==> src/rtl/status_register_unit.sv <==
//-----------------------------------------------------------------------------
// status_register_unit
//
// Architectural NZCV status register that sits beside the EXE stage.
//   * Captures ALU flags from flag-setting instructions whose condition passed.
//   * Saves the flags on exception entry and restores them on exception
//     return. Only one level of exception is supported.
//   * Tells the ID stage to stall when a conditional instruction depends on a
//     pending flag write. When the bypass is built in, it forwards the pending
//     value instead of stalling.
//
// Build option:
//   STATUS_FWD_EN  defined   -> statusFwd bypasses the pending write and
//                               statusHazard is tied low.
//                  undefined -> statusFwd = statusRegister and the ID stage
//                               stalls one cycle on a pending write.
//
// Parameters:
//   CNT_W           width of the saturating committed-flag-write counter
//
// Ports:
//   clk             rising-edge clock
//   rst             synchronous active-low reset
//   exeValid        EXE stage holds a real instruction
//   exeSBit         EXE instruction sets flags
//   exeCondState    EXE condition result (1 = execute)
//   aluStatus       new flags {z, c, n, v}
//   flush           kills the EXE instruction this cycle
//   idCondUsed      ID-stage instruction's condition is not AL
//   excEntry        exception entry pulse
//   excReturn       exception return pulse
//   statusRegister  registered flags {z, c, n, v}
//   statusFwd       flags presented to the ID-stage condition check
//   statusHazard    ID stage must stall one cycle
//   inException     FSM is in EXC
//   excError        one-cycle pulse, one cycle after an illegal exception event
//   flagWrites      saturating count of committed flag updates
//-----------------------------------------------------------------------------
module status_register_unit #(
    parameter int CNT_W = 8
) (
    input  logic             clk,
    input  logic             rst,
    input  logic             exeValid,
    input  logic             exeSBit,
    input  logic             exeCondState,
    input  logic [3:0]       aluStatus,
    input  logic             flush,
    input  logic             idCondUsed,
    input  logic             excEntry,
    input  logic             excReturn,
    output logic [3:0]       statusRegister,
    output logic [3:0]       statusFwd,
    output logic             statusHazard,
    output logic             inException,
    output logic             excError,
    output logic [CNT_W-1:0] flagWrites
);

    typedef enum logic {
        NORMAL = 1'b0,
        EXC    = 1'b1
    } excState_t;

    excState_t  state;
    excState_t  stateNext;
    logic [3:0] savedStatus;
    logic [3:0] savedNext;
    logic [3:0] statusNext;
    logic       errNext;
    logic       commit;

    logic       upd;
    logic [3:0] nxt;
    logic       entryOnly;
    logic       returnOnly;

    // A flag write happens only for a live, flag-setting instruction whose
    // condition passed.
    assign upd = exeValid & exeSBit & exeCondState & ~flush;
    assign nxt = upd ? aluStatus : statusRegister;

    // If entry and return arrive together, both are illegal. Only the
    // isolated pulses can move the FSM.
    assign entryOnly  = excEntry & ~excReturn;
    assign returnOnly = excReturn & ~excEntry;

    //-------------------------------------------------------------------------
    // Next-state / next-value logic
    //-------------------------------------------------------------------------
    // NOTE: every signal assigned here gets a default first, so no path leaves
    // a value unassigned. An unassigned path would infer a latch.
    always_comb begin
        stateNext  = state;
        statusNext = nxt;
        savedNext  = savedStatus;
        errNext    = 1'b0;
        commit     = upd;

        unique case (state)
            NORMAL: begin
                if (entryOnly) begin
                    // Save the flags after any same-cycle write, so the
                    // handler's return restores the post-instruction flags.
                    savedNext = nxt;
                    stateNext = EXC;
                end else if (excReturn) begin
                    // This covers a return with no open exception and a
                    // simultaneous entry+return. Any upd still commits.
                    errNext = 1'b1;
                end
            end
            EXC: begin
                if (returnOnly) begin
                    // The restore wins over a same-cycle write. That write is
                    // neither applied nor counted.
                    statusNext = savedStatus;
                    commit     = 1'b0;
                    stateNext  = NORMAL;
                end else if (excEntry) begin
                    // Nested entry, or entry+return together: flag the error
                    // and stay in EXC. Any upd still commits.
                    errNext = 1'b1;
                end
            end
            default: stateNext = NORMAL;
        endcase
    end

    //-------------------------------------------------------------------------
    // State registers
    //-------------------------------------------------------------------------
    // NOTE: sequential state uses non-blocking assignments only. Every
    // register therefore samples the same pre-edge values, regardless of the
    // order of the statements.
    always_ff @(posedge clk) begin
        if (!rst) begin
            state          <= NORMAL;
            statusRegister <= 4'b0000;
            savedStatus    <= 4'b0000;
            excError       <= 1'b0;
            flagWrites     <= '0;
        end else begin
            state          <= stateNext;
            statusRegister <= statusNext;
            savedStatus    <= savedNext;
            excError       <= errNext;
            // The counter saturates at all-ones instead of wrapping.
            if (commit && (flagWrites != {CNT_W{1'b1}})) begin
                flagWrites <= flagWrites + CNT_W'(1);
            end
        end
    end

    assign inException = (state == EXC);

    //-------------------------------------------------------------------------
    // ID-stage view of the flags
    //-------------------------------------------------------------------------
`ifdef STATUS_FWD_EN
    // Bypass: present exactly what the register will hold after this edge.
    // That is the pending EXE write, or the saved copy when a return fires.
    // The conditional check then never has to wait.
    assign statusFwd    = statusNext;
    assign statusHazard = 1'b0;
`else
    // No bypass: a conditional instruction in ID that coincides with a
    // pending flag write stalls one cycle. It then reads the updated register.
    assign statusFwd    = statusRegister;
    assign statusHazard = upd & idCondUsed;
`endif

endmodule

==> config.mk <==
export PLATFORM = sky130hd
export DESIGN_NAME = status_register_unit
export DESIGN_NICKNAME = d
export VERILOG_FILES = /design/src/rtl/status_register_unit.sv
export SDC_FILE = /design/constraint.sdc
export NUM_CORES = 1
export LEC_CHECK = 0
export BUFFER_PORTS_ARGS = -buffer_cell sky130_fd_sc_hd__buf_2
export CAP_MARGIN = 10
export CORE_ASPECT_RATIO = 1.4
export CORE_UTILIZATION = 33
export CTS_BUF_LIST = sky130_fd_sc_hd__clkbuf_8
export DETAILED_ROUTE_END_ITERATION = 6
export PLACE_DENSITY = 0.69
export SLEW_MARGIN = 10
export SYNTH_ARGS = -nofsm -noshare
export SYNTH_HDL_FRONTEND = slang
export SYNTH_SLANG_ARGS = --single-unit
==> constraint.sdc <==
create_clock -name clk -period 1.4 [get_ports clk]
set_clock_uncertainty 0.05 [all_clocks]
set_input_delay 0.14 -clock clk [delete_from_list [all_inputs] [get_ports clk]]
set_output_delay 0.14 -clock clk [all_outputs]
set_load 0.02 [all_outputs]
# Word-level counts from Yosys, hierarchy flattened

Cells that the tools add are included.

Bits in registers: 18
Bits in latches: 0
Memory bits (writable): 0
Bits in read-only memories: 0
Input port bits: 13
Output and inout bits: 19
Logic and storage cells: 32
Memories kept: 0

$add $sub $neg: 1
$mul: 0
Div/mod/pow operators: 0
$lt $le $gt $ge: 0
Equal/unequal tests: 1
Shift operators: 0
Multiplexer cells: 13
Bitwise operators: 10
Reduce and logical (&&, ||, !) cells: 2

Operators with widths:

| cell                                                          | count |
|---|---|
| 4-bit two-way mux                                             | 3 |
| 8-bit by 1-bit adder with 8-bit output, second input constant | 1 |
| 1-bit two-way mux                                             | 8 |
| 8-bit inequality test, second input constant                  | 1 |
| 1-bit AND                                                     | 6 |
| 1-bit NOT                                                     | 4 |
| 1-bit case mux with 2 select lines                            | 2 |
| 2-bit AND reduction                                           | 1 |
| 1-bit logical AND                                             | 1 |

# Longest topological paths before layout

Gate-level depths: netlist of run 1.

Depth in word-level cells: 6
Depth in mapped cells: 5
Gate-level depth less buffers: 5

# Worst setup path before layout of run 1

OpenSTA, ideal clock, no wires.

Path kind: register -> register
From: register flagWrites[0]
To: register flagWrites[6]
Library setup time: 0.070 ns
Arrival time: 1.450 ns
Data required time: 1.280 ns
Slack: -0.170 ns
Cell stages (with the launch flop): 6
Buffers on the path: 0
Period minus slack after synthesis: 1.570 ns
Cell sequence: dfxtp_1 -> ha_1 -> nand3_1 -> o211ai_4 -> or4_1 -> a21boi_1

Word-level cells in the longest chain between the ends: 2
Elaborated cells between the ends (all ways): 3
Classes of those cells: 1 x add/sub; 1 x eq/ne; 1 x reduce/logical

RTL lines:

| item                                                                           | RTL line | source |
|---|---|---|
| start, declared                                                                | 57       | `output logic [CNT_W-1:0] flagWrites` |
| start signal, assigned                                                         | 150      | `flagWrites <= flagWrites + CNT_W'(1);` |
| branches (longest 2 deep; another with 8-bit by 1-bit adder with 8-bit output) | --       |  |

Several ways; the timed one is not identified.
A chain may end at the register's enable or synchronous reset.

# Worst setup path after layout of run 1

From: register flagWrites[2]
To: register flagWrites[7]

The elaborated chain is that of the path after synthesis.

==> results.txt, run 1 <==
- Critical Path Source Type: flip-flop
- The number of slew-limit violations in the final report was 0.
- Data on the critical path is required at its endpoint by 1.54 ns.
- After synthesis the netlist holds a flip-flop and latch count of 18.
- The number of nets handed over by synthesis was 100.
* Status: finished clean
- Worst hold slack: 0.1439 ns
- Synthesis instantiated 28 different standard cells from the library.
- The average instance in the mapped netlist occupies slightly above 10 µm².
- Clock latency on the worst-skew pair, taken at its later pin, is around 0.25 ns.
* Mapped cell area: about 870 µm²
- Initial core utilization: 35.59%
- For this design the top-level I/O count stands at 32.
- With fillers left out, the area of the finished cells amounts to between 0.001 and 0.0015 mm².
* Hold crit path type: in -> reg
- The repair_antennas step left the layout with diodes totalling 0.
- Total detailed-routing wirelength: between 1500 and 2000 µm
* Via count of the first global-routing pass: 678
- The critical path is of the reg -> reg type.
- Number of antenna violations at the first check in global routing: 0
* Minimum period implied by the final worst setup slack: around 1.4 ns
- Summing over every cut layer, the via total after detailed routing is between 700 and 800.
* TritonCTS clock tree: yes
* GP Congestion: 0.7007
- Setup violations remaining at the end of the flow were counted as 0.
- During synthesis, Yosys emitted a total of 0 warnings.
* Buffer cell driving the clock tree root: sky130_fd_sc_hd__clkbuf_8
* Most common cell after layout, fill and taps aside: sky130_fd_sc_hd__buf_2
* Detailed-route DRC error count: 0
* Post-Syn Instances: 86
- In this run the static leakage power is 0.6551 nW.
* Post-synthesis to final-layout area growth: 37.41%
* Clock slew at reported path FFs: around 0.070 ns
* Number of sinks driven by the clock tree: 18
* Area leader, netlist: sky130_fd_sc_hd__dfxtp_1
* Commonest cells after routing, fill and taps aside: sky130_fd_sc_hd__buf_2, sky130_fd_sc_hd__dfxtp_1, sky130_fd_sc_hd__nand2_1
- Buffers placed on the I/O ports in this run total 31.
- Count of placed standard cells in the final layout, fillers left out: 158
- Post-place setup slack: around 0.0019 ns
- After detailed routing, the number of vias per cell comes to between 4 and 5.
* Detailed placement HPWL: 1276 µm
- The total overflow left after global routing is 0.
- Fraction of the cycle the final worst path needs: around 99%
- The floorplan has 21 rows.
- Peak supply drop: 0.5971 mV
- WP data arrival: 1.53 ns
* Bufs on Longest Clock Path: 2
- For this run, the register share of the synthesized area comes to between 40% and 50%.
* Max-cap violations: 0
- In the global route stage, overall resource usage came out at between 10% and 20%.
* Areal power density over the cells: about 910 mW/mm²
- Layout cell share with drive strength beyond 1: between 40% and 50%
* Number of buffers created by CTS: 3
- Maximum number of pins on one net before global-route repair: 19
* Max Clk Rate: between 700 and 800 MHz
* Routed length per placed instance: roughly 11 µm
- The total count of hold-check failures in the final report was 0.
* Number of placed instances, taps included: approximately 150
- By area the synthesized netlist is led by sky130_fd_sc_hd__dfxtp_1, sky130_fd_sc_hd__o211a_1, sky130_fd_sc_hd__mux2i_1.
* Standard cell area after detailed placement: roughly 0.0011 mm²
* Total number of H-tree levels: 1
* Max FO, Critical Path: 6
- Number of optimization iterations in the first detailed-route pass: 3
* Wire length of the first global-routing pass: around 3000 µm
- From left edge to right edge, the die measures ~45 µm.
* Die area: roughly 0.0028 mm²
* Utilization after layout: between 40 and 50%
- Tightest Pin Transition: 0.2660 ns
- Layout Nets: around 140
- Starting DRC count in detailed routing: 3
- CP Capture Type: flip-flop
- Worst Setup Slack, final: slightly below 0.009 ns
* Proportion of netlist area held by the largest area contributor: roughly two fifths
* Die outline height: 62.74 µm
- Once detail routing completed, the nets flagged for antenna violations numbered 0.
* RSZ-0062 raised after global routing: true
- Slew Limit Headroom: 82.26%
- The core region is roughly 0.0024 mm².
cells in the mapped netlist, drive strengths merged:
master and instances:
o2111ai 2, or3 3, and3 1, ha 1, nor2b 1, a21boi 5, nand2 11, nor3b 1
nor2 1, buf 6, or4 1, and4b 1, nand4 1, o31ai 1, and2 5, mux2i 5
xnor2 3, o21ai 4, o211a 8, nand3b 1, dfxtp 18, nand3 3, o211ai 1, nand2b 1
clkbuf 1
final cells by class:
| cell class | count | area [µm²] |
|---|---|---|
| clock buffer | 4 | 55.05 |
| fill | 241 | 1249 |
| multi-input combinational | 61 | 490.5 |
| sequential | 18 | 372.9 |
| tap | 34 | 42.54 |
| timing repair buffer | 41 | 234.0 |
kinds of logic (layout without fill, tap and decap cells):
group	Yosys count	in the layout	synth area share, %
XOR/XNOR	3	3	3.022
AO/OA/AOI/OAI	21	21	21.87
buffers and inverters	7	45	6.043
AND/OR/NAND/NOR	31	31	20.43
flip-flops	18	18	41.44
multiplexers	5	5	5.756
adder cells (fa/ha/maj)	1	1	1.439
flip-flops by register name (all words and copies together) (netlist names):
name         cells
excError         1
savedStatus      4
flagWrites       8
statusFwd        4
inException      1
path summary, 6_finish.rpt:
path | startpoint | to | slack [ns] | depth (start not counted)
worst min register to register | savedStatus[3]$_SDFFE_PN0P_ | statusFwd[3]$_SDFF_PN0_ | 0.45 | 1
worst min-delay path | excReturn | excError$_SDFF_PN0_ | 0.14 | 3
worst max register to register | flagWrites[2]$_SDFFE_PN0P_ | flagWrites[7]$_SDFFE_PN0P_ | 0.009 | 4
worst max-delay path | flagWrites[2]$_SDFFE_PN0P_ | flagWrites[7]$_SDFFE_PN0P_ | 0.009 | 4
critical path: stages, from the launching register on:
cell and delay, ns:
sky130_fd_sc_hd__dfxtp_2 0.41, sky130_fd_sc_hd__and3_1 0.21, sky130_fd_sc_hd__o2111ai_2 0.18, sky130_fd_sc_hd__or3_1 0.34, sky130_fd_sc_hd__a21boi_1 0.14
report_power, final:
group	total [W]	internal, W	switching (W)
Clock	0.000425	0.000250	0.000175
Sequential	0.000539	0.000528	0.0000116
Combinational	0.000121	0.0000577	0.0000635
Total	0.00109	0.000835	0.000250
timing repair:
item	in CTS	in global routing
endpoints found under the setup margin	1	7
resized for setup	1	5
endpoints found under the hold margin	0	0
hold buffers	0	0
pin swaps	0	1
buffers inserted	0	2
stage by stage:
stage          power (W)  setup TNS, ns
6_report        0.001085              0
5_1_grt         0.001139        -0.2238
4_1_cts         0.001103      -0.005349
3_5_place_dp   0.0006745              0
3_3_place_gp   0.0006698              0
2_1_floorplan  0.0006331      -0.005016
per-layer routing:
layer  GRT usage (%)  wire, µm  vias up
met5               0         0        -
met4           6.818        14        0
met3           2.890        60        2
met2           21.61       888       12
met1           16.91       767      337
li1                -         -      387
(Power assumes the default switching activity.)
==> run 2: changes to the inputs <==
Settings changed: BUFFER_PORTS_ARGS -buffer_cell sky130_fd_sc_hd__buf_2 to unset, DONT_BUFFER_PORTS set to 1, PLACE_DENSITY 0.69 to 0.58.
Clock period 1.4 ns to 1.2 ns, I/O delays scaled along.
==> run 2 against run 1 <==
  * The flow now finishes with violations (hold timing, setup timing)
  * Worst hold slack lost 0.20 ns
  * Setup slack lost 0.22 ns
  * Maximum frequency shrank 1.5%
  * Critical path depth grew 1
  * First-iteration DRC count grew 33%
  * Combinational power shrank 3%
  * Count of clock-buffer cells in the layout shrank 1
  * Critical path type unchanged
  * Critical endpoint is now flagWrites[6]$_SDFFE_PN0P_
  * Highest routed layer unchanged
==> results.txt, run 2 (same netlist as run 1, synthesis figures left out) <==
- The number of clock buffers inserted by TritonCTS is 3 (unchanged).
- Starting DRC count in detailed routing: 4 (+1)
* Fraction of the cycle the final worst path needs: 117.7% (+18 points)
- The number of flip-flops under the largest register name was 8 (unchanged).
- The final layout net count was 127 (-8.6%).
- The number of I/O pins came to 32 (unchanged).
- The fmax was 707.9 MHz (-1.5%).
- The combinational cell fraction of total power is 10.0% (-1.2 points).
* Net Sw Power: 0.0002612 W (+4.5%)
* Most common cell after layout, fill and taps aside: sky130_fd_sc_hd__buf_4
* Hold crit path type: in -> reg
- The area enclosed by the die boundary was 0.002847 mm² (unchanged).
* Wire length of the first global-routing pass: 3070 µm (+3.5%)
- TritonCTS built the clock tree.
- Detailed placement HPWL: 1344 µm (+5.4%)
* Global Route Usage Sum: 14.55% (+0.83 points)
* Post-synthesis to final-layout area growth: 38.99%
- The largest fanout of any net on the critical path was 5 (-1).
- The run finished, with violations left.
* Commonest cells after routing, fill and taps aside: sky130_fd_sc_hd__buf_4, sky130_fd_sc_hd__nand2_1, sky130_fd_sc_hd__dfxtp_1
- Setup violators final: 8 (+8)
- Critical Path Source Type: flip-flop
- The final reports fail on hold timing, setup timing.
- The setup slack of the critical path after layout was -0.2126 ns (-0.2214 ns).
* CP required: 1.33 ns (-0.21 ns)
- Maximum number of pins on one net before global-route repair: 19 (unchanged)
* Die Span X: 45.39 µm (unchanged)
- The CTS sink count came to 18 (unchanged).
* Buffer cell driving the clock tree root: sky130_fd_sc_hd__clkbuf_8
- The power per unit of standard cell area is 960.2 mW/mm² (+5.7%).
- Worst setup slack for register-to-register paths: -0.21 ns (-0.22 ns)
- Clock network fraction of total power: 35.7% (-3.4 points)
- Detailed-route DRC error count: 0 (unchanged)
- The biggest cell delay along the critical path was 0.41 ns (about the same).
* Total count of max-transition violations in the final report: 0 (unchanged)
* Max-cap violations: 0 (unchanged)
- Part of the total power dissipated in sequential elements: 54.3% (+4.6 points)
* Grt total ovfl: 0 (unchanged)
- WP data arrival: 1.55 ns (+0.02 ns)
- The leakage dissipation came to 0.6170 nW (-5.8%).
* Fillers: 236 (-2.1%)
- PortBufs: 0 (-100%)
- The buffer depth of the longest clock path is 2 (unchanged).
- The number of optimization iterations in the first detailed-route pass is 3 (unchanged).
- The slowest stage of the critical path belongs to the cell sky130_fd_sc_hd__or4_1.
- The peak supply drop is 0.7308 mV (+22%).
* Number of antenna violations at the first check in global routing: 0 (unchanged)
* Source-to-sink clock delay at the later pin of the worst-skew pair: 0.25 ns (about the same)
* Routed length per placed instance: 11.78 µm (+7.6%)
- The internal power of the cells came to 0.0008994 W (+7.7%).
- RSZ-0062 raised after global routing: true
* Total via count in the routed design: 721 (-2.3%)
* Depth of the worst hold-timing path: 1 (-2)
* Clock slew at reported path FFs: 0.07 ns (about the same)
- The minimum clock period after layout was 1.413 ns (+0.02138 ns).
- The remaining antenna violation count came to 0 (unchanged).
- Tightest Pin Transition: 0.2731 ns (+0.007039 ns)
- Die outline height: 62.74 µm (unchanged)
* Layout cell share with drive strength beyond 1: 42.86% (-3.1 points)
- Slew Limit Headroom: 81.78% (-0.48 points)
- Via count of the first global-routing pass: 750 (+11%)
- Average vias per placed instance: 4.938 (+5.7%)
- Post-place setup slack: -0.1996 ns (-0.2015 ns)
- The signal on the critical path passes through ha_4, nand3_4, o211ai_4, or4_1, a21boi_1.
- The starting density of the core is 35.59% (unchanged).
- The sum of routed wire length over all layers is 1720 µm (-0.58%).
- Total number of H-tree levels: 1 (unchanged)
- The area occupied by multi-input gates was 509.2 µm² (+3.8%).
- STA classifies the critical path endpoint as a flip-flop.
- The number of antenna diodes came to 0 (unchanged).
- The total count of hold-check failures in the final report came to 18 (+18).
- The worst reg2reg path depth was 5 (+1).
- Counting flops per register, the top entry is flagWrites.
- The worst setup path is of the reg -> reg kind.
* GP Congestion: 0.8202 (+17%)
- The number of standard-cell rows in the floorplan is 21 (unchanged).
- Worst hold slack: -0.05629 ns (-0.2002 ns)
- The switching share of power is 22.51% (-0.53 points).
* Register area: 374.1 µm² (+0.34%)
- Core area: 0.002444 mm² (unchanged)
run 2: layout make-up:
| type | instances | share of cell area, % |
|---|---|---|
| Multi-Input combinational cell | 61 | 42.13 |
| Sequential cell | 18 | 30.95 |
| Timing Repair Buffer | 29 | 19.67 |
| Tap cell | 34 | 3.520 |
| Clock buffer | 3 | 3.416 |
| Clock inverter | 1 | 0.3106 |
run 2: what timing repair did:
item | CTS | global route
endpoints found under the setup margin | 8 | 9
hold endpoints to repair | 18 | 18
setup buffers | 0 | 2
pin swaps | 0 | 1
gates resized for setup | 0 | 5
run 2: through the flow:
step	utilization, %	area (µm²)	cells	power (W)	setup TNS (ns)
detailed placement	45.78	1119	140	0.0007557	-2.084
global placement	45.78	1119	140	0.0007533	-1.593
global route	49.46	1209	146	0.001219	-1.902
CTS	47.62	1164	144	0.001175	-1.333
finish	49.46	1209	146	0.001161	-1.298
floorplan	-	913.4	86	0.0007357	-1.042
run 2: routing by layer:
metal  up-vias  track usage, %  part of all wire, %
met2        19           25.71                   54
met4         0           8.333                  2.4
met3         4           3.179                  4.4
li1        361               -                    -
met1       337           14.52                   39
met5         -               0                    0
run 2: power by group through the flow:
stage / registers (W) / clock network [W] / logic (W)
after detailed placement: 0.000643 / 0 / 0.000113
after floorplan: 0.000658 / 0 / 0.0000780
final: 0.000630 / 0.000414 / 0.000117
after CTS: 0.000629 / 0.000432 / 0.000113
after global placement: 0.000642 / 0 / 0.000111
after global routing: 0.000632 / 0.000458 / 0.000129
run 2: path summary, 6_finish.rpt:
path | to | from
min | flagWrites[3]$_SDFFE_PN0P_ | rst
max | flagWrites[6]$_SDFFE_PN0P_ | flagWrites[1]$_SDFFE_PN0P_
min reg2reg | savedStatus[0]$_SDFFE_PN0P_ | savedStatus[0]$_SDFFE_PN0P_
max reg2reg | flagWrites[6]$_SDFFE_PN0P_ | flagWrites[1]$_SDFFE_PN0P_
run 2: worst max-delay path: cells and delay by family (launching register included):
family / cells / cell delay, ns
AO/OA/AOI/OAI: 2 / 0.25
adder cells (fa/ha/maj): 1 / 0.17
flip-flops: 1 / 0.36
AND/OR/NAND/NOR: 2 / 0.51
==> run 3: changes to the inputs <==
Settings changed: ABC_AREA set to 1.
==> run 3 against run 2 <==
  * The run ends with setup timing left
  * Synthesized area up 18%
  * Count of clock-buffer cells in the layout increased by 1
  * Worst hold slack improved by 0.060 ns
  * Largest cell class unchanged
==> results.txt, run 3 <==
- Flip-flop count of the largest register after layout: 8 (unchanged)
- The final layout net count is 183 (+44%).
* Max FO, Critical Path: 8 (+3)
- Syn_area_per_cell: 6.949 µm² (-31%)
- Proportion of netlist area held by the largest area contributor: 35.04% (-6.4 points)
- Status: complete, but fails checks
- The adder-cell share of the synthesized area is 1.217% (-0.22 points).
- The number of storage elements in the synthesis netlist came to 18 (unchanged).
- Setup repair after global routing could not meet its margin everywhere.
- Number of optimization iterations in the first detailed-route pass: 4 (+1)
- The maximum level of the CTS H-tree came to 1 (unchanged).
* Critical register-to-register path startpoint: flagWrites[0]$_SDFFE_PN0P_
- Mapped cell area: 0.001028 mm² (+18%)
- Net Sw Power: 0.0003208 W (+23%)
- Maximum cell stage delay along the critical path: 0.36 ns (-0.05 ns)
* Fraction of the cycle the final worst path needs: 101.3% (-16 points)
* Most instantiated library cell after synthesis: sky130_fd_sc_hd__nand2_1
* Source-to-sink clock delay at the later pin of the worst-skew pair: 0.25 ns (about the same)
- Minimum period implied by the final worst setup slack: 1.216 ns (-0.1965 ns)
- The sum of routed wire length over all layers is 2285 µm (+33%).
- The global route total overflow came to 0 (unchanged).
- The average vias per placed instance was 4.654 (-5.8%).
* Post-Syn Instances: 148 (+72%)
- Critical Path Source Type: flip-flop
* Clock network fraction of total power: 39.1% (+3.4 points)
- Warning count from the yosys run: 0 (unchanged)
- The global placer's final weighted congestion is 0.7981 (-2.7%).
* Peak supply drop: 0.6396 mV (-12%)
- Clock slew at reported path FFs: 0.07 ns (about the same)
- For this run, the leading register cell type out of synthesis is sky130_fd_sc_hd__dfxtp_1.
- The proportion of synthesized flip-flops having asynchronous set or reset was 0% (unchanged).
- Area leader, netlist: sky130_fd_sc_hd__dfxtp_1
- The share of post-route cells with drive strength above 1 was 39.29% (-3.6 points).
- Detailed placement HPWL: 1687 µm (+26%)
- Lkg Pwr: 0.6131 nW (-0.64%)
- The largest individual stage delay along the critical path comes from the cell sky130_fd_sc_hd__dfxtp_4.
- The number of enable flip-flop cells after synthesis was 0 (unchanged).
* Commonest cells after routing, fill and taps aside: sky130_fd_sc_hd__nand2_1, sky130_fd_sc_hd__inv_1, sky130_fd_sc_hd__buf_4
* Via count of the first global-routing pass: 956 (+27%)
- The data required time at the worst endpoint was 1.33 ns (about the same).
* Kind of cell adding the most delay to the critical path: simple AND/OR/NAND/NOR gates
- Commonest cells post-synth: sky130_fd_sc_hd__nand2_1, sky130_fd_sc_hd__inv_1, sky130_fd_sc_hd__dfxtp_1
- Die Span X: 49.18 µm (+8.4%)
- The setup slack after placement is -0.03260 ns (+0.1670 ns).
* Tightest Pin Transition: 0.3767 ns (+0.1036 ns)
* Post-synthesis to final-layout area growth: 32.85%
- The normalized max-slew margin is 74.80% (-7.0 points).
- The placeable core area came to 0.002907 mm² (+19%).
- The setup slack of the critical path after layout came to -0.01609 ns (+0.1965 ns).
* Number of top-level pins: 32 (unchanged)
- The critical path in this run is classified as reg -> reg.
- Worst hold path startpoint: excReturn
- The fraction of the mapped netlist area in simple logic gates was 33.33% (+13 points).
- The switching share of power was 25.03% (+2.5 points).
* Most common cell after layout, fill and taps aside: sky130_fd_sc_hd__nand2_1
* Utilization after layout: 47.01% (-2.5 points)
- The total global-route track usage came to 14.27% (-0.28 points).
- Synthesized netlist net count: 162 (+62%)
- Yosys attributes the largest share of cell area to sky130_fd_sc_hd__dfxtp_1, sky130_fd_sc_hd__nand2_1, sky130_fd_sc_hd__inv_1.
- Hold crit path type: in -> reg
- The total negative slack for setup checks is -0.05217 ns (+1.246 ns).
- TritonCTS built the clock tree.
- The count of routing violations after the opening detailed-route iteration is 15 (+11).
- The number of standard-cell rows in the floorplan was 23 (+9.5%).
- The remaining antenna violation count is 0 (unchanged).
- The multiplexer fraction of the synthesized cell area is 0% (-5.8 points).
* Share of power burned in combinational logic: 11.8% (+1.8 points)
- PortBufs: 0 (unchanged)
- Post-synthesis sequential area ratio: 35.04% (-6.4 points)
* Critical Path, Cell by Cell: ha_4, nand3_4, nor2_2, nor2_4, nand2_1, a21oi_2
- Max-cap violations: 0 (unchanged)
* Areal power density over the cells: 938.1 mW/mm² (-2.3%)
- Die area: 0.003347 mm² (+18%)
- The tree is rooted in a sky130_fd_sc_hd__clkbuf_8.
- By area, the combinational part of the netlist is dominated by simple AND/OR/NAND/NOR gates.
- The die boundary height is 68.06 µm (+8.5%).
* Max Clk Rate: 822.3 MHz (+16%)
- The number of antenna diodes was 0 (unchanged).
- Register with the most flip-flops: flagWrites
- The total count of hold-check failures in the final report came to 0 (-18).
- The maximum number of pins on one net before global-route repair came to 11 (-8).
- The share of the synthesized area in compound gates (AO/OA/AOI/OAI) was 15.33% (-6.5 points).
- Total via count in the routed design: 954 (+32%)
- Power Internal: 0.0009609 W (+6.8%)
- The count of buffering cells on the critical path with inverters included was 0 (unchanged).
- Detailed-route DRC error count: 0 (unchanged)
* Setup violators final: 5 (-3)
* Synthesized-area fraction occupied by xor and xnor cells: 2.555% (-0.47 points)
* Routed length per placed instance: 11.15 µm (-5.4%)
- The CTS sink count came to 18 (unchanged).
- The starting density of the core was 35.39% (-0.20 points).
* Bufs on Longest Clock Path: 2 (unchanged)
- Total count of max-transition violations in the final report: 0 (unchanged)
- The checks that failed: setup timing.
* WP data arrival: 1.35 ns (-0.20 ns)
- The fill cell instance count of the final layout is 302 (+28%).
* Part of the total power dissipated in sequential elements: 49.1% (-5.2 points)
- Unique masters post-synth: 21 (-25%)
- Number of antenna violations at the first check in global routing: 0 (unchanged)
- Number of buffers created by CTS: 3 (unchanged)
* Total power consumption of the routed design: 0.001282 W (+10%)
* Worst hold slack: 0.003977 ns (+0.06026 ns)
* CP Capture Type: flip-flop
- The first-pass GRT wire length came to 3760 µm (+22%).
- CP startpoint: flagWrites[0]$_SDFFE_PN0P_
[run 3: cell types whose count changed after synthesis, sizes merged, moves of 2 or more]
cell	change
and2	-5
xor2	+2
nand2	+36
mux2i	-5
a21boi	-5
xnor2	-2
o21ai	+8
inv	+25
or3	-3
o2111ai	-2
nor2	+15
o211a	-8
nand3	+3
a21oi	+15
[run 3: kinds of logic (layout without fill, tap and decap cells)]
kind of cell | after synthesis | count (layout)
buffers and inverters | 30 | 50
flip-flops | 18 | 18
AO/OA/AOI/OAI | 27 | 27
adder cells (fa/ha/maj) | 1 | 1
AND/OR/NAND/NOR | 69 | 69
XOR/XNOR | 3 | 3
[run 3: layer usage]
metal | up-vias | part of all wire [%] | GRT usage (%)
li1 | 493 | - | -
met1 | 434 | 39 | 13.73
met2 | 25 | 56 | 29.62
met3 | 2 | 4.0 | 2.667
met4 | 0 | 0.61 | 5.147
met5 | - | 0 | 0
[run 3: layout make-up]
type	instances	area (µm²)	share of cell area, %
multi-input cells	100	624.3	45.70
flip-flops and latches	18	376.6	27.56
repair buffers	21	166.4	12.18
inverters	25	97.59	7.143
clock buffers	4	55.05	4.029
well taps	37	46.29	3.388
[run 3: path summary, 6_finish.rpt]
kind / cells after the start / slack [ns] / endpoint
setup / recovery: 6 / -0.02 / flagWrites[3]$_SDFFE_PN0P_
hold / removal: 3 / 0.004 / inException$_SDFF_PN0_
setup reg to reg: 6 / -0.02 / flagWrites[3]$_SDFFE_PN0P_
hold reg to reg: 2 / 0.50 / flagWrites[3]$_SDFFE_PN0P_
[run 3: what timing repair did]
action                     4_1_cts  5_1_grt
hold buffers                     2        0
setup endpoints to repair        8       16
hold endpoints to repair         3        0
buffers inserted                 1        0
pin swaps                        7        9
resized for setup               14       13
[run 3: through the flow]
step | cell area (µm²) | cells
floorplan | 1054 | 148
global placement | 1200 | 198
detailed placement | 1200 | 198
CTS | 1320 | 205
global route | 1366 | 205
finish | 1366 | 205
[run 3: power groups by stage]
| stage | logic (W) | registers [W] | clock network [W] |
|---|---|---|---|
| after floorplan | 0.0000954 | 0.000660 | 0 |
| after global placement | 0.000136 | 0.000644 | 0 |
| after detailed placement | 0.000139 | 0.000646 | 0 |
| after CTS | 0.000149 | 0.000632 | 0.000515 |
| after global routing | 0.000169 | 0.000631 | 0.000557 |
| final | 0.000152 | 0.000629 | 0.000501 |
[run 3: worst register-to-register path: stages, from the launching register on]
cell                      delay, ns
sky130_fd_sc_hd__dfxtp_4       0.36
sky130_fd_sc_hd__ha_4          0.18
sky130_fd_sc_hd__nand3_4       0.09
sky130_fd_sc_hd__nor2_2        0.06
sky130_fd_sc_hd__nor2_4        0.19
sky130_fd_sc_hd__nand2_1       0.10
sky130_fd_sc_hd__a21oi_2       0.13
